**config.mk**
```make
export PLATFORM = sky130hd
export DESIGN_NAME = fifo_rd_agent_flat
export DESIGN_NICKNAME = d
export VERILOG_FILES = /design/src/rtl/fifo_rd_agent_if.sv /design/src/rtl/fifo_rd_agent.sv /design/src/flat_wrapper.sv
export SDC_FILE = /design/constraint.sdc
export NUM_CORES = 1
export LEC_CHECK = 0
export ABC_AREA = 1
export BUFFER_PORTS_ARGS = -buffer_cell sky130_fd_sc_hd__buf_2
export CORE_MARGIN = 1
export CORE_UTILIZATION = 45
export CTS_CLUSTER_DIAMETER = 120
export DETAILED_ROUTE_END_ITERATION = 8
export PLACE_DENSITY = 0.67
export REMOVE_ABC_BUFFERS = 1
export SETUP_SLACK_MARGIN = 0.15
export SKIP_CTS_REPAIR_TIMING = 1
export SLEW_MARGIN = 20
export SYNTH_ARGS = -nofsm -noshare
export SYNTH_HDL_FRONTEND = slang
export SYNTH_SLANG_ARGS = --single-unit
```
**constraint.sdc**
```tcl
create_clock -name clk -period 6.1 [get_ports clk]
set_input_delay 0.915 -clock clk [delete_from_list [all_inputs] [get_ports clk]]
set_output_delay 0.915 -clock clk [all_outputs]
set_load 0.05 [all_outputs]
```
**src/rtl/fifo_rd_agent_if.sv**
```systemverilog
// fifo_rd_agent_if: bundle of the FIFO read port plus the passive write-side tap.
//   r_en     : read enable, driven by the agent
//   empty    : FIFO empty flag
//   data_out : FIFO read data, valid the cycle after an accepted read
//   w_en     : FIFO write enable (observed only)
//   full     : FIFO full flag
// master = agent side, slave = FIFO / environment side.
interface fifo_rd_agent_if #(
  parameter int unsigned DATA_WIDTH = 8
);
  logic                  r_en;
  logic                  empty;
  logic [DATA_WIDTH-1:0] data_out;
  logic                  w_en;
  logic                  full;

  modport master (
    output r_en,
    input  empty,
    input  data_out,
    input  w_en,
    input  full
  );

  modport slave (
    input  r_en,
    output empty,
    output data_out,
    output w_en,
    output full
  );
endinterface

```
**src/rtl/fifo_rd_agent.sv**
```systemverilog
// fifo_rd_agent: drains a FIFO at a programmable minimum read interval, registers
// the read data into a one-cycle output strobe, and tracks FIFO occupancy plus
// an occupancy integral for off-block average-occupancy computation.
// Ports:
//   clk, rst      : clock, synchronous active-high reset
//   fifo          : FIFO read port and write-side tap (master modport)
//   en_i          : agent enable
//   period_i      : minimum cycles between reads (0 behaves as 1)
//   out_valid_o   : one-cycle strobe qualifying out_data_o
//   out_data_o    : captured read data, held between strobes
//   rd_count_o    : accepted reads (saturating)
//   occ_level_o   : tracked FIFO occupancy, bounded to [0, DEPTH]
//   occ_sum_o     : sum of occupancy over enabled cycles (saturating)
//   cycle_count_o : enabled cycles (saturating)
//   wr_drop_o     : sticky flag, a write was attempted while full
module fifo_rd_agent #(
  parameter int unsigned DATA_WIDTH = 8,
  parameter int unsigned DEPTH      = 8,
  parameter int unsigned PERIOD_W   = 4,
  parameter int unsigned CNT_W      = 32
) (
  input  logic                         clk,
  input  logic                         rst,
  fifo_rd_agent_if.master              fifo,
  input  logic                         en_i,
  input  logic [PERIOD_W-1:0]          period_i,
  output logic                         out_valid_o,
  output logic [DATA_WIDTH-1:0]        out_data_o,
  output logic [CNT_W-1:0]             rd_count_o,
  output logic [$clog2(DEPTH+1)-1:0]   occ_level_o,
  output logic [CNT_W-1:0]             occ_sum_o,
  output logic [CNT_W-1:0]             cycle_count_o,
  output logic                         wr_drop_o
);

  localparam int unsigned OCC_W = $clog2(DEPTH + 1);

  typedef enum logic [0:0] {
    ST_IDLE = 1'b0,
    ST_RUN  = 1'b1
  } state_e;

  state_e                state_q,       state_d;
  logic [PERIOD_W-1:0]   cnt_q,         cnt_d;
  logic                  cap_q,         cap_d;
  logic                  out_valid_q,   out_valid_d;
  logic [DATA_WIDTH-1:0] out_data_q,    out_data_d;
  logic [CNT_W-1:0]      rd_count_q,    rd_count_d;
  logic [OCC_W-1:0]      occ_q,         occ_d;
  logic [CNT_W-1:0]      occ_sum_q,     occ_sum_d;
  logic [CNT_W-1:0]      cycle_count_q, cycle_count_d;
  logic                  wr_drop_q,     wr_drop_d;

  logic                  push_c;
  logic                  pop_c;
  logic                  pending_c;
  logic                  r_en_c;
  logic [PERIOD_W-1:0]   reload_c;

  // Saturating add: clamps at all-ones instead of wrapping.
  function automatic logic [CNT_W-1:0] sat_add(input logic [CNT_W-1:0] a,
                                               input logic [CNT_W-1:0] b);
    logic [CNT_W:0] s;
    s = {1'b0, a} + {1'b0, b};
    return s[CNT_W] ? {CNT_W{1'b1}} : s[CNT_W-1:0];
  endfunction

  // Reload value max(period,1)-1, so period 0 and 1 both allow back-to-back reads.
  assign reload_c  = (period_i == '0) ? '0 : period_i - PERIOD_W'(1);
  assign pending_c = (cnt_q == '0);

  // Read request is combinational so a stalled read fires the first cycle
  // empty deasserts, and drops in the same cycle en falls.
  assign r_en_c    = en_i & (state_q == ST_RUN) & pending_c & ~fifo.empty;
  assign pop_c     = r_en_c & ~fifo.empty;
  assign push_c    = fifo.w_en & ~fifo.full;

  assign fifo.r_en = r_en_c;

  // State and datapath registers.
  always_ff @(posedge clk) begin
    if (rst) begin
      state_q       <= ST_IDLE;
      cnt_q         <= '0;
      cap_q         <= 1'b0;
      out_valid_q   <= 1'b0;
      out_data_q    <= '0;
      rd_count_q    <= '0;
      occ_q         <= '0;
      occ_sum_q     <= '0;
      cycle_count_q <= '0;
      wr_drop_q     <= 1'b0;
    end else begin
      state_q       <= state_d;
      cnt_q         <= cnt_d;
      cap_q         <= cap_d;
      out_valid_q   <= out_valid_d;
      out_data_q    <= out_data_d;
      rd_count_q    <= rd_count_d;
      occ_q         <= occ_d;
      occ_sum_q     <= occ_sum_d;
      cycle_count_q <= cycle_count_d;
      wr_drop_q     <= wr_drop_d;
    end
  end

  // Next-state logic for the FSM, rate counter, capture pipe and statistics.
  always_comb begin
    state_d       = state_q;
    cnt_d         = cnt_q;
    cap_d         = pop_c;
    out_valid_d   = cap_q;
    out_data_d    = out_data_q;
    rd_count_d    = sat_add(rd_count_q, CNT_W'(pop_c));
    occ_d         = occ_q;
    occ_sum_d     = occ_sum_q;
    cycle_count_d = cycle_count_q;
    wr_drop_d     = wr_drop_q | (fifo.w_en & fifo.full);

    unique case (state_q)
      ST_IDLE: begin
        if (en_i) begin
          state_d = ST_RUN;
          cnt_d   = reload_c;
        end
      end
      ST_RUN: begin
        if (!en_i) begin
          state_d = ST_IDLE;
        end else if (pop_c) begin
          cnt_d = reload_c;
        end else if (!pending_c) begin
          cnt_d = cnt_q - PERIOD_W'(1);
        end
      end
      default: state_d = ST_IDLE;
    endcase

    // FIFO data_out is valid the cycle after the pop, so capture one cycle late.
    if (cap_q) begin
      out_data_d = fifo.data_out;
    end

    // Occupancy follows both ports regardless of en; simultaneous push+pop nets out.
    if (push_c && !pop_c && (occ_q != OCC_W'(DEPTH))) begin
      occ_d = occ_q + OCC_W'(1);
    end else if (pop_c && !push_c && (occ_q != '0)) begin
      occ_d = occ_q - OCC_W'(1);
    end

    // Integral uses the pre-update occupancy of each enabled cycle.
    if (en_i) begin
      occ_sum_d     = sat_add(occ_sum_q, CNT_W'(occ_q));
      cycle_count_d = sat_add(cycle_count_q, CNT_W'(1));
    end
  end

  assign out_valid_o   = out_valid_q;
  assign out_data_o    = out_data_q;
  assign rd_count_o    = rd_count_q;
  assign occ_level_o   = occ_q;
  assign occ_sum_o     = occ_sum_q;
  assign cycle_count_o = cycle_count_q;
  assign wr_drop_o     = wr_drop_q;

endmodule

```
**src/flat_wrapper.sv**
```systemverilog
// flat-port wrapper written by rule: the top's interface ports become plain ports
module fifo_rd_agent_flat 
#(
  parameter int unsigned DATA_WIDTH = 8,
  parameter int unsigned DEPTH      = 8,
  parameter int unsigned PERIOD_W   = 4,
  parameter int unsigned CNT_W      = 32
)
  (clk, rst, en_i, period_i, out_valid_o, out_data_o, rd_count_o, occ_level_o, occ_sum_o, cycle_count_o, wr_drop_o, fifo_r_en, fifo_empty, fifo_data_out, fifo_w_en, fifo_full);
  fifo_rd_agent_if #(.DATA_WIDTH(DATA_WIDTH)) fifo_i ();
  input  logic clk;
  input  logic rst;
  input  logic en_i;
  input  logic [PERIOD_W-1:0] period_i;
  output logic out_valid_o;
  output logic [DATA_WIDTH-1:0] out_data_o;
  output logic [CNT_W-1:0] rd_count_o;
  output logic [$clog2(DEPTH+1)-1:0] occ_level_o;
  output logic [CNT_W-1:0] occ_sum_o;
  output logic [CNT_W-1:0] cycle_count_o;
  output logic wr_drop_o;
  output wire logic [$bits(fifo_i.r_en)-1:0] fifo_r_en;
  input wire logic [$bits(fifo_i.empty)-1:0] fifo_empty;
  input wire logic [$bits(fifo_i.data_out)-1:0] fifo_data_out;
  input wire logic [$bits(fifo_i.w_en)-1:0] fifo_w_en;
  input wire logic [$bits(fifo_i.full)-1:0] fifo_full;
  assign fifo_r_en = fifo_i.r_en;
  assign fifo_i.empty = fifo_empty;
  assign fifo_i.data_out = fifo_data_out;
  assign fifo_i.w_en = fifo_w_en;
  assign fifo_i.full = fifo_full;
  fifo_rd_agent #(.DATA_WIDTH(DATA_WIDTH), .DEPTH(DEPTH), .PERIOD_W(PERIOD_W), .CNT_W(CNT_W)) u_core (.clk(clk), .rst(rst), .fifo(fifo_i), .en_i(en_i), .period_i(period_i), .out_valid_o(out_valid_o), .out_data_o(out_data_o), .rd_count_o(rd_count_o), .occ_level_o(occ_level_o), .occ_sum_o(occ_sum_o), .cycle_count_o(cycle_count_o), .wr_drop_o(wr_drop_o));
endmodule
```
==> flow_summary_export.csv <==
group,metric,value,unit
status,status,"complete, but fails checks",
status,violations,"DRC",
clock_tree,cts_made_buffers,17,
critical_path,critPathArrivalTime,2110,ps
power_and_ir_drop,power_leakage,0.00391,µW
global_routing,track_usage,23.5,%
synth,avgSynthCellArea,6.41,µm²
routing,wl,18.0,mm
hold_path,hp-class,"reg -> reg",
power_and_ir_drop,clockPowerShare,54.0,%
critical_path,reg2reg_slack,3460,ps
timing,setup_viol,0,
clock_tree,htree_num_levels,4,
clock_tree,clock_sinks,116,
routing,firstDrtPassIters,9,
critical_path,endpoint_kind,"primary output",
layout,syn_to_final_growth,20.2,%
routing,ant_nets,0,
job,maxCapViolations,0,
power_and_ir_drop,p_switching,442,µW
power_and_ir_drop,power_frac_seq,39.9,%
clock_tree,path_clk_slew,50,ps
layout,fin_nets,1228,
timing,slew_headroom,29.5,%
power_and_ir_drop,power.total,1960,µW
timing,hold_violations,0,
power_and_ir_drop,power.internal,1510,µW
critical_path,critPathKind,"in -> out",
layout,fillCellCount,1490,
layout,multi_input_area,3900,µm²
timing,period_needed,3020,ps
routing,routedWlPerCell,12.9,µm
clock_tree,insertion_delay,420,ps
layout,drive_gt1_share,17.5,%
die,num_rows,44,
synth,ys_seq_area_share,33.8,%
global_routing,grt_pass1_wl,29.9,mm
critical_path,worst_setup_path_start_kind,"primary input",
routing,vias,7087,
synth,synthCells,1072,
global_routing,globalRouteOverflowTotal,0,
die,ioPinCount,129,
routing,drc,7,
power_and_ir_drop,switching_share,22.6,%
global_routing,grt_max_degree,62,
die,die_x,126,µm
synth,ys_ff_latch,116,
synth,yosysWarnings,0,
critical_path,crit_fanout,36,
synth,synth_area,6870,µm²
routing,drtIter0Drc,549,
die,core,14700,µm²
layout,ff_latch_area,2320,µm²
clock_tree,cts_tree,"done",
placed_design,gp_congestion,0.913,
timing,finalSetupTns,0,ps
clock_tree,cts_root_buffer,"clkbuf_16",
routing,viasPerCell,5.08,
timing,max_freq,331,MHz
power_and_ir_drop,power_density,237,nW/µm²
layout,antenna_cells,0,
timing,tightest_slew,1060,ps
placed_design,dp_hpwl,13.0,mm
placed_design,portBuffers,128,
timing,rsz0062_at_grt,"no",
power_and_ir_drop,peakVddDrop,0.000188,V
timing,finalCritPeriodShare,49.6,%
timing,slew_viol_final,0,
global_routing,antenna_found_initial,0,
die,die_area,15800,µm²
die,die_y,126,µm
clock_tree,clockBufferDepth,2,
synth,synth_cell_type_count,39,
critical_path,required,5180,ps
power_and_ir_drop,power_frac_comb,6.1,%
die,initial_core_util,46.7,%
global_routing,grt_pass1_vias,6300,
timing,fin_skew,10.8,ps
-- cell usage after synthesis --
master    count  area, µm²
nand2_1     286       1070
nor2_1      156        586
inv_1       134        503
dfxtp_1     116       2320
nand3_1      81        405
a21oi_1      44        220
o21ai_0      42        210
nand4_1      25        156
xor2_1       23        201
nor3_1       21        105
o21ai_1      18       90.1
a21oi_2      15        131
xnor2_1      13        114
nand3b_1     12       90.1
ha_1         11        138
clkbuf_1     10       37.5
nor2_2       10       62.6
buf_2         8       40.0
inv_2         5       18.8
nand2_2       5       31.3
a31oi_1       4       25.0
nor2_4        4       45.0
or2_2         4       25.0
buf_1         3       11.3
buf_6         3       33.8
o21bai_1      3       22.5
fa_1          2       40.0
nor3_2        2       20.0
o211ai_1      2       15.0
a21o_1        1       7.51
a31oi_2       1       12.5
and3_1        1       6.26
clkinv_1      1       3.75
nand2_4       1       11.3
nand3_2       1       10.0
nand3_4       1       17.5
nand4_2       1       12.5
nor3b_1       1       7.51
or2_0         1       6.26
-- per-stage QoR --
| step | instances | setup slack, ps | area (µm²) | util, % | hold WS (ps) |
|---|---|---|---|---|---|
| floorplan | 1048 | 3160 | 6750 | - | 463 |
| global placement | 1362 | 2740 | 7630 | 51.9 | 450 |
| detailed placement | 1362 | 2640 | 7630 | 51.9 | 465 |
| CTS | 1394 | 3050 | 8260 | 56.2 | 477 |
| global route | 1394 | 2770 | 8260 | 56.2 | 508 |
| finish | 1394 | 3080 | 8260 | 56.2 | 471 |
-- logic make-up after synthesis --
logic type | share of synthesized area [%]
adders and majority gates | 2.59
buffers and inverters | 9.44
and+or+nand+nor | 38.9
AOI/OAI and AO/OA | 10.7
xor gates and xnor gates | 4.59
DFF | 33.8
-- placed cells by master (no fill, tap or decap), types with 2 or more instances in the layout --
| cell | count |
|---|---|
| o21ai_0 | 42 |
| nand4_1 | 25 |
| or2_2 | 4 |
| dfxtp_1 | 116 |
| xor2_1 | 23 |
| bufinv_16 | 4 |
| nor3_1 | 21 |
| nor2_1 | 156 |
| clkbuf_8 | 3 |
| nand3b_1 | 12 |
| inv_2 | 6 |
| nand2_2 | 5 |
| buf_4 | 2 |
| inv_1 | 133 |
| a31oi_1 | 4 |
| nor2_2 | 10 |
| ha_1 | 11 |
| nor2_4 | 4 |
| o21ai_1 | 18 |
| a21oi_2 | 15 |
| clkinv_2 | 7 |
| buf_2 | 128 |
| o211ai_1 | 2 |
| xnor2_1 | 13 |
| fa_1 | 2 |
| clkbuf_16 | 17 |
| nand2_1 | 286 |
| nor3_2 | 2 |
| a21oi_1 | 44 |
| nand3_1 | 81 |
| o21bai_1 | 3 |
-- worst paths after layout --
| kind | startpoint | endpoint | cells past startpoint |
|---|---|---|---|
| min | u_core.wr_drop_o | u_core.wr_drop_o | 2 |
| min reg2reg | u_core.wr_drop_o | u_core.wr_drop_o | 2 |
| max | en_i | fifo_r_en | 7 |
| max reg2reg | u_core.cnt_q[0] | u_core.rd_count_o[16] | 17 |
-- flip-flops by register name, summed over array words and instances (netlist names) --
name and flops:
u_core.cap_q 1, u_core.cnt_q 4, u_core.cycle_count_o 32, u_core.occ_level_o 4, u_core.occ_sum_o 32, u_core.out_data_o 8, u_core.out_valid_o 1, u_core.rd_count_o 32
u_core.state_q 1, u_core.wr_drop_o 1
-- critical path, cell delays in order --
cell     delay, ps
buf_2           70
buf_4          340
nand2_1         90
nor2_1          90
nand2_1        160
inv_1          140
buf_2          280
-- layer usage --
| metal | global-route usage (%) | up-vias | share of wire, % |
|---|---|---|---|
| li1 | - | 3672 | - |
| met1 | 31.0 | 3202 | 48 |
| met2 | 38.2 | 194 | 46 |
| met3 | 5.39 | 19 | 5.3 |
| met4 | 6.96 | 0 | 1.3 |
| met5 | 0 | - | 0 |
-- final cells by class --
type | count | area share, %
Multi-Input combinational cell | 792 | 47.2
Sequential cell | 116 | 28.1
Timing Repair Buffer | 130 | 7.94
Inverter | 140 | 6.36
Clock buffer | 21 | 5.70
Tap cell | 184 | 2.79
Clock inverter | 11 | 1.88
-- power groups by stage --
stage	logic [µW]	registers, µW	clock network, µW
global placement	118	796	0
global route	131	781	1110
floorplan	53.8	820	0
finish	119	780	1060
detailed placement	120	796	0
CTS	120	780	1070
(Power assumes the default switching activity.)
